## src/rtl/launchpad_song_select_pkg.sv

```systemverilog
// Shared constants and FSM encoding for the launchpad song-select front end.
// NUM_KEYS/SONG_W are shared with the downstream MCU.
package launchpad_song_select_pkg;

    localparam int NUM_KEYS            = 16;
    localparam int SONG_W              = 4;
    localparam int DEBOUNCE_CYCLES_DEF = 100000;

    typedef enum logic [2:0] {
        ST_IDLE     = 3'd0,
        ST_DEBOUNCE = 3'd1,
        ST_PENDING  = 3'd2,
        ST_COMMIT   = 3'd3,
        ST_RELEASE  = 3'd4
    } state_t;

endpackage

```

## src/rtl/launchpad_song_select_if.sv

```systemverilog
// Key/hold inputs and song outputs between the launchpad front end and its user.
interface launchpad_song_select_if;
    import launchpad_song_select_pkg::*;

    logic [NUM_KEYS-1:0] keys;
    logic                hold;
    logic [SONG_W-1:0]   song_input;
    logic                song_valid;
    logic                new_song;
    logic                busy;

    modport master (
        output keys, hold,
        input  song_input, song_valid, new_song, busy
    );

    modport slave (
        input  keys, hold,
        output song_input, song_valid, new_song, busy
    );

endinterface

```

## src/rtl/launchpad_song_select_key_sync.sv

```systemverilog
// Two-flop synchroniser for the raw, asynchronous launchpad key lines.
module key_sync #(
    parameter int W = 16
) (
    input  logic         clk,
    input  logic         rst_n,
    input  logic [W-1:0] i_keys,
    output logic [W-1:0] o_ks
);

    logic [W-1:0] r_meta;
    logic [W-1:0] r_ks;

    always_ff @(posedge clk or negedge rst_n) begin
        if (!rst_n) begin
            r_meta <= '0;
            r_ks   <= '0;
        end else begin
            r_meta <= i_keys;
            r_ks   <= r_meta;
        end
    end

    assign o_ks = r_ks;

endmodule

```

## src/rtl/launchpad_song_select.sv

```systemverilog
// Debounces the synchronised launchpad keys and commits a single pressed key
// as the song number for the MCU, with commit pulse, valid flag and busy.
module launchpad_song_select
    import launchpad_song_select_pkg::*;
#(
    parameter int DEBOUNCE_CYCLES = DEBOUNCE_CYCLES_DEF,
    parameter int CNT_W           = 17
) (
    input  logic                   clk,
    input  logic                   reset,
    launchpad_song_select_if.slave bus
);

    generate
        if (DEBOUNCE_CYCLES < 2 || ((DEBOUNCE_CYCLES - 1) >> CNT_W) != 0) begin : g_param_err
            $error("launchpad_song_select: DEBOUNCE_CYCLES must be >= 2 and DEBOUNCE_CYCLES-1 must fit in CNT_W bits");
        end
    endgenerate

    localparam logic [CNT_W-1:0] CNT_LAST = CNT_W'(DEBOUNCE_CYCLES - 1);

    function automatic logic is_onehot(input logic [NUM_KEYS-1:0] v);
        return (|v) && ((v & (v - 1'b1)) == '0);
    endfunction

    // OR-reduce the indices of set bits; exact only for one-hot input.
    function automatic logic [SONG_W-1:0] encode(input logic [NUM_KEYS-1:0] oh);
        logic [SONG_W-1:0] idx;
        idx = '0;
        for (int i = 0; i < NUM_KEYS; i++) begin
            if (oh[i]) idx = idx | SONG_W'(i);
        end
        return idx;
    endfunction

    logic [NUM_KEYS-1:0] w_ks;
    logic                w_ks_onehot;
    logic                w_cnt_done;
    state_t              r_state;
    state_t              w_next;
    logic [NUM_KEYS-1:0] r_cand;
    logic [CNT_W-1:0]    r_cnt;
    logic [SONG_W-1:0]   r_song;
    logic                r_valid;
    logic                r_new;

    key_sync #(.W(NUM_KEYS)) u_key_sync (
        .clk    (clk),
        .rst_n  (reset),
        .i_keys (bus.keys),
        .o_ks   (w_ks)
    );

    assign w_ks_onehot = is_onehot(w_ks);
    assign w_cnt_done  = (r_cnt == CNT_LAST);

    always_ff @(posedge clk or negedge reset) begin
        if (!reset) begin
            r_state <= ST_IDLE;
            r_cand  <= '0;
            r_cnt   <= '0;
            r_song  <= '0;
            r_valid <= 1'b0;
            r_new   <= 1'b0;
        end else begin
            r_state <= w_next;
            r_new   <= 1'b0;
            case (r_state)
                ST_IDLE: begin
                    if (w_ks_onehot) begin
                        r_cand <= w_ks;
                        r_cnt  <= '0;
                    end
                end
                ST_DEBOUNCE: begin
                    if (w_ks != r_cand)   r_cnt <= '0;
                    else if (!w_cnt_done) r_cnt <= r_cnt + 1'b1;
                end
                ST_COMMIT: begin
                    r_song  <= encode(r_cand);
                    r_valid <= 1'b1;
                    r_new   <= 1'b1;
                    r_cnt   <= '0;
                end
                // Any activity on the keys restarts the release window.
                ST_RELEASE: begin
                    if (w_ks != '0)       r_cnt <= '0;
                    else if (!w_cnt_done) r_cnt <= r_cnt + 1'b1;
                end
                default: ;
            endcase
        end
    end

    always_comb begin
        w_next = r_state;
        case (r_state)
            ST_IDLE:     if (w_ks_onehot) w_next = ST_DEBOUNCE;
            ST_DEBOUNCE: begin
                if (w_ks != r_cand)  w_next = ST_IDLE;
                else if (w_cnt_done) w_next = bus.hold ? ST_PENDING : ST_COMMIT;
            end
            ST_PENDING:  if (!bus.hold) w_next = ST_COMMIT;
            ST_COMMIT:   w_next = ST_RELEASE;
            ST_RELEASE:  if (w_ks == '0 && w_cnt_done) w_next = ST_IDLE;
            default:     w_next = ST_IDLE;
        endcase
    end

    always_comb begin
        bus.song_input = r_song;
        bus.song_valid = r_valid;
        bus.new_song   = r_new;
        bus.busy       = (r_state != ST_IDLE);
    end

endmodule

```

## src/flat_wrapper.sv

```systemverilog
// flat-port wrapper written by rule: the top's interface ports become plain ports
module launchpad_song_select_flat import launchpad_song_select_pkg::*;
#(
    parameter int DEBOUNCE_CYCLES = DEBOUNCE_CYCLES_DEF,
    parameter int CNT_W           = 17
)
  (clk, reset, bus_keys, bus_hold, bus_song_input, bus_song_valid, bus_new_song, bus_busy);
  launchpad_song_select_if bus_i ();
  input  logic clk;
  input  logic reset;
  input wire logic [$bits(bus_i.keys)-1:0] bus_keys;
  input wire logic [$bits(bus_i.hold)-1:0] bus_hold;
  output wire logic [$bits(bus_i.song_input)-1:0] bus_song_input;
  output wire logic [$bits(bus_i.song_valid)-1:0] bus_song_valid;
  output wire logic [$bits(bus_i.new_song)-1:0] bus_new_song;
  output wire logic [$bits(bus_i.busy)-1:0] bus_busy;
  assign bus_i.keys = bus_keys;
  assign bus_i.hold = bus_hold;
  assign bus_song_input = bus_i.song_input;
  assign bus_song_valid = bus_i.song_valid;
  assign bus_new_song = bus_i.new_song;
  assign bus_busy = bus_i.busy;
  launchpad_song_select #(.DEBOUNCE_CYCLES(DEBOUNCE_CYCLES), .CNT_W(CNT_W)) u_core (.clk(clk), .reset(reset), .bus(bus_i));
endmodule
```

## config.mk

```make
export PLATFORM = sky130hd
export DESIGN_NAME = launchpad_song_select_flat
export DESIGN_NICKNAME = d
export VERILOG_FILES = /design/src/rtl/launchpad_song_select_pkg.sv /design/src/rtl/launchpad_song_select_if.sv /design/src/rtl/launchpad_song_select_key_sync.sv /design/src/rtl/launchpad_song_select.sv /design/src/flat_wrapper.sv
export SDC_FILE = /design/constraint.sdc
export NUM_CORES = 1
export LEC_CHECK = 0
export CAP_MARGIN = 10
export CORE_MARGIN = 2
export CORE_UTILIZATION = 54
export CTS_BUF_LIST = sky130_fd_sc_hd__clkbuf_8
export DETAILED_ROUTE_END_ITERATION = 8
export HOLD_SLACK_MARGIN = 0.12
export PLACE_DENSITY = 0.75
export REMOVE_ABC_BUFFERS = 1
export SLEW_MARGIN = 10
export SYNTH_ARGS = -nofsm -noshare
export SYNTH_HDL_FRONTEND = slang
export SYNTH_SLANG_ARGS = --single-unit
```

## constraint.sdc

```tcl
create_clock -name clk -period 3.45 [get_ports clk]
set_clock_uncertainty 0.2 [all_clocks]
set_input_delay 0.5175 -clock clk [delete_from_list [all_inputs] [get_ports clk]]
set_output_delay 0.5175 -clock clk [all_outputs]
set_load 0.05 [all_outputs]
```

* Word-level counts from Yosys, hierarchy flattened
Cells that the tools add are included.
** Operators by class
- Add/sub/neg operators :: 2
- Equality and inequality tests :: 10
- Mux-type cells :: 28
- Bitwise gates (word level) :: 1
- Reduce and logical (&&, ||, !) cells :: 12
** Operators with widths (number)
- $mux W17 :: 4
- $pmux W17 S4 :: 1
- $logic_not A16 Y1 :: 2
- $mux W4 :: 8
- $mux W3 :: 9
- $add A17 B1 Y17 const B :: 1
- $eq A17 B17 Y1 const B :: 1
- $and A16 B16 Y16 :: 1
- $ne A16 B16 Y1 :: 1
- $reduce_bool A16 Y1 :: 1
- $reduce_or A16 Y1 :: 1
- $sub A16 B1 Y16 const B :: 1
- $pmux W3 S5 :: 1
- $eq A3 B2 Y1 const B :: 2
- $mux W2 :: 2
- $ne A2 B1 Y1 const B :: 2
- $reduce_and A2 Y1 :: 2
- $reduce_and A4 Y1 :: 1
- $reduce_bool A4 Y1 :: 1
- $eq A3 B1 Y1 const B :: 1
- $eq A3 B3 Y1 const B :: 1
- $logic_not A3 Y1 :: 1
- $mux W1 :: 3
- $ne A3 B1 Y1 const B :: 1
- other kinds (3) :: 4
** Storage, ports and cells
- Flip-flop bits (word level) :: 74
- Input bits :: 19
- Output and inout bits :: 7
- Word-level logic and storage cells :: 61

* Logic depth before layout (Yosys ltp)
- Word-level depth :: 15
- Mapped depth :: 8
- Mapped depth without buffers :: 7

* Cells and area by module
Synthesis repeated with hierarchy kept, for this count alone.
** Second synthesis, totals
- Cells, all modules :: 281
- Area total of the unflattened synthesis :: 3220.6 um^2
** By module, submodules not included
- launchpad_song_select :: times used 1, cells an instance 249, area each 2419.8 um^2, seq. area each 1051.0 um^2
- key_sync :: times used 1, cells an instance 32, area each 800.8 um^2, seq. area each 800.8 um^2

* Least setup slack after synthesis
No wires, ideal clock.
- Path kind :: register to register
- From :: reg u_core.u_key_sync.r_ks[0] (netlist: u_core.u_key_sync.o_ks[0])
- To :: reg u_core.r_cand[10]
- Setup time :: 0.125 ns
- Arrival time :: 2.483 ns
- Required time :: 3.125 ns
- Path slack :: 0.642 ns
- Cell stages (with the launch flop) :: 8
- Path buffers :: 2
- Period minus slack after synthesis :: 2.808 ns
- Cells stage by stage :: dfrtp_1 -> or4_4 -> a2111oi_0 -> nor3_1 -> or4b_1 -> buf_6 -> buf_12 -> mux2_4
** Between the ends
- Cells in the longest elaborated chain, start to end :: 5
- Elaborated cells between the ends (all ways) :: 6
- Classes of those cells :: add/sub: 1; bitwise: 1; reduce/logical: 4
** Ends and longest elaborated chain
- start: declaration :: line launchpad_song_select_key_sync.sv:12 : logic [W-1:0] r_ks;
- start signal: assignment :: line launchpad_song_select_key_sync.sv:20 : r_ks <= r_meta;
- $sub A16 B1 Y16 :: line launchpad_song_select.sv:23 : return (|v) && ((v & (v - 1'b1)) == '0);
- $and A16 B16 Y16 :: line launchpad_song_select.sv:23
- $logic_not A16 Y1 :: line launchpad_song_select.sv:23
- $logic_and A1 B1 Y1 * :: line launchpad_song_select.sv:23
- $reduce_and A2 Y1 (no source line) *
- end signal: assignment :: line launchpad_song_select.sv:71 : r_cand <= w_ks;
- end: declaration :: line launchpad_song_select.sv:41 : logic [NUM_KEYS-1:0] r_cand;
Every way passes the cells marked *; elsewhere a longest branch is shown, timed or not.
A chain may end at the register's enable or synchronous reset.

* Worst setup path after layout
- From :: reg u_core.u_key_sync.r_ks[1] (netlist: u_core.u_key_sync.o_ks[1])
- To :: reg u_core.r_cand[8]
Same word-level chain as after synthesis.

==> out/results.txt <==
Initial Utilization = 55.8%
global placer's final weighted congestion = 0.885
slew margin rel. = 41.7%
final net count = 343
mean number of vias per cell = 6.00
fmax = 0.341 GHz
Total Power = 0.00164 W
Post-synth top cells = dfrtp_1, o21ai_0, xor2_1
setup TNS = 0 ps
Buf+Inv Stages, Crit Path = 1
antenna violations before repair = 0
Hold Path Depth = 0
CP Cell Sequence = or4_4 -> a2111oi_0 -> nor3_1 -> or4b_1 -> buf_4 -> mux2_4
DRT antenna net count = 0
Main synth FF type = dfrtp_1
Ys Warns = 0
delay-heaviest family, CP = simple AND/OR/NAND/NOR gates
max cap viols = 0
area of placed instances = 3640 µm²
H-tree depth = 3
global route overflow = 0
Sequential cell area = 1850 µm²
CP Class = flop to flop
Synth Cell Area = 3300 µm²
Detailed Route WL = 6240 µm
worst skew pair latency = 360 ps
Synth Register Bits = 74
cts hold-fix bufs = 0
Die X = 82.2 µm
final instance area = 3840 µm²
first-pass GRT wire length = 10800 µm
Final Hold Viols = 0
CP Capture Type = flop
dominant cell by count in the synthesized netlist = dfrtp_1
post-DP HPWL = 4250 µm
FF-to-FF path depth = 6
vias in the first global route = 2287
DRC viols = 0
launch point of the critical path = u_core.u_key_sync.o_ks[1]$_DFF_PN0_
gr usage total = 21.5%
DIE HEIGHT = 82.2 µm
floorplan core area = 5920 µm²
Synth Instances = 289
crit-path max cell delay = 560 ps
Clock transition at path regs = 80 ps
die area = 6760 µm²
Crit-path slowest cell = or4_4
via count of the routed design = 2418
wire per inst = 15.5 µm
RR Endpoint = u_core.r_cand[8]$_DFFE_PN0P_
Synth cell types = 47
dpl ws = 561 ps
Tmin final = 2930 ps
filler instances = 471
fin crit share = 84.9%
Synth area leader = dfrtp_1
TritonCTS clock tree = yes
drt initial violations = 218
largest cells by area after synthesis = dfrtp_1, xor2_1, mux2_4
WP data arrival = 2970 ps
area of the multi-input gates = 1350 µm²
worst hold path type = flop to flop
CP Max Fanout = 10
sequential fraction of the synthesis area = 56.1%
area grow syn2layout = 16.2%
unrepaired setup endpoints after global routing = no
pin count of the biggest net entering global routing = 75
PwrDens = 428 nW/µm²
CTS Buf Count = 9
FP Rows = 28
WP data required = 3490 ps
Hold Startpoint = u_core.u_key_sync.r_meta[0]$_DFF_PN0_
syn_area_per_cell = 11.4 µm²
IO buf count = 25
post-synthesis async set-or-reset flop share = 100%
Worst Tran Pin Value = 874 ps
ANT cells = 0
Max rail drop VDD = 267 µV
I/O Pins = 26
clk sinks = 74
Post-CTS Setup Inserts = 0
count of final max-slew check failures = 0
Clock Root Buffer = clkbuf_8
worst-case clock buffer depth = 2
Leak Pwr = 1.73 nW
Worst Slack Setup Final = 520 ps
flop2flop setup slack = 520 ps
Worst setup SP type = flop
layout cell share with drive strength beyond 1 = 13.4%
worst r2r src = u_core.u_key_sync.o_ks[1]$_DFF_PN0_
area share of the largest cell type after synthesis = 56.1%
setup violators final = 0
Post-CTS Resized = 0
status = complete, no violations
hold endpoint = u_core.u_key_sync.o_ks[0]$_DFF_PN0_
EDFF count, synth = 0
DRT Pass-1 Iters = 5
## report_power, final
| part | switching [W] | leakage, nW | internal (W) |
|---|---|---|---|
| registers | 0.0000184 | 0.960 | 0.000887 |
| clock network | 0.000323 | 0.100 | 0.000354 |
| logic | 0.0000310 | 0.665 | 0.0000313 |
| total | 0.000373 | 1.73 | 0.00127 |
## through the flow
step,std cells,utilization [%],hold WS [ps]
final,403,64.9,150
after global routing,403,64.9,155
after floorplan,280,-,21.9
after CTS,403,64.9,153
after detailed placement,387,61.4,135
after global placement,387,61.4,132
## registers in the layout, summed over array words and instances (netlist names)
name / flops
u_core.bus.song_valid: 1
u_core.r_cnt: 17
u_core.r_state: 3
u_core.bus.new_song: 1
u_core.u_key_sync.r_meta: 16
u_core.u_key_sync.o_ks: 16
u_core.r_cand: 16
u_core.bus.song_input: 4
## metal layers
layer  track usage [%]  routed length (µm)  vias to the layer above  part of all wire [%]
li1                  -                   -                     1144                     -
met1              31.1                2920                     1166                    47
met2              29.7                2720                       90                    44
met3              6.09                 453                       18                   7.3
met4              10.2                 137                        0                   2.2
met5                 0                   0                        -                     0
## worst max-delay path by stage
stage / end / slack (ps) / cells past startpoint
6_report: u_core.r_cand[8]$_DFFE_PN0P_ / 520 / 6
5_1_grt: u_core.r_cand[11]$_DFFE_PN0P_ / 370 / 6
3_5_place_dp: u_core.r_cand[8]$_DFFE_PN0P_ / 560 / 6
2_1_floorplan: u_core.r_cand[10]$_DFFE_PN0P_ / 490 / 5
4_1_cts: u_core.r_cand[8]$_DFFE_PN0P_ / 560 / 6
3_3_place_gp: u_core.r_cand[10]$_DFFE_PN0P_ / 650 / 6
## area by class of cell
class,instances,share of cell area [%]
clock buffers,10,3.58
clock inverters,6,1.73
inverters,11,1.08
multi-input cells,195,35.2
flip-flops and latches,74,48.2
well taps,75,2.44
repair buffers,32,7.75
## kinds of logic after synthesis
family                     share of synthesized area [%]
AOI/OAI and AO/OA                                   11.3
xor gates and xnor gates                            4.51
adders and majority gates                          0.985
buffers and inverters                               3.03
DFF                                                 56.1
muxes                                               6.82
and+or+nand+nor                                     17.3
## placed cells by master, fill, tap and decap left out, types with 3 or more instances in the layout
cell / Yosys / routed
a21oi_1: 11 / 11
a31oi_1: 8 / 8
and2_1: 3 / 3
and3_1: 3 / 3
and4_1: 3 / 3
buf_4: 0 / 7
clkbuf_8: 0 / 10
clkdlybuf4s50_1: 0 / 24
dfrtp_1: 74 / 74
inv_1: 11 / 12
mux2_2: 8 / 8
mux2_4: 9 / 9
nand2_1: 15 / 15
nand2b_1: 3 / 3
nand3_1: 9 / 9
nand3b_1: 3 / 3
nand4_1: 7 / 7
nor2_1: 14 / 14
nor3_1: 6 / 6
nor4_1: 10 / 10
nor4b_1: 3 / 3
o21ai_0: 23 / 23
or3_1: 5 / 5
or4_1: 6 / 6
xor2_1: 17 / 17
Note: power is estimated with default switching activity, not from simulation.
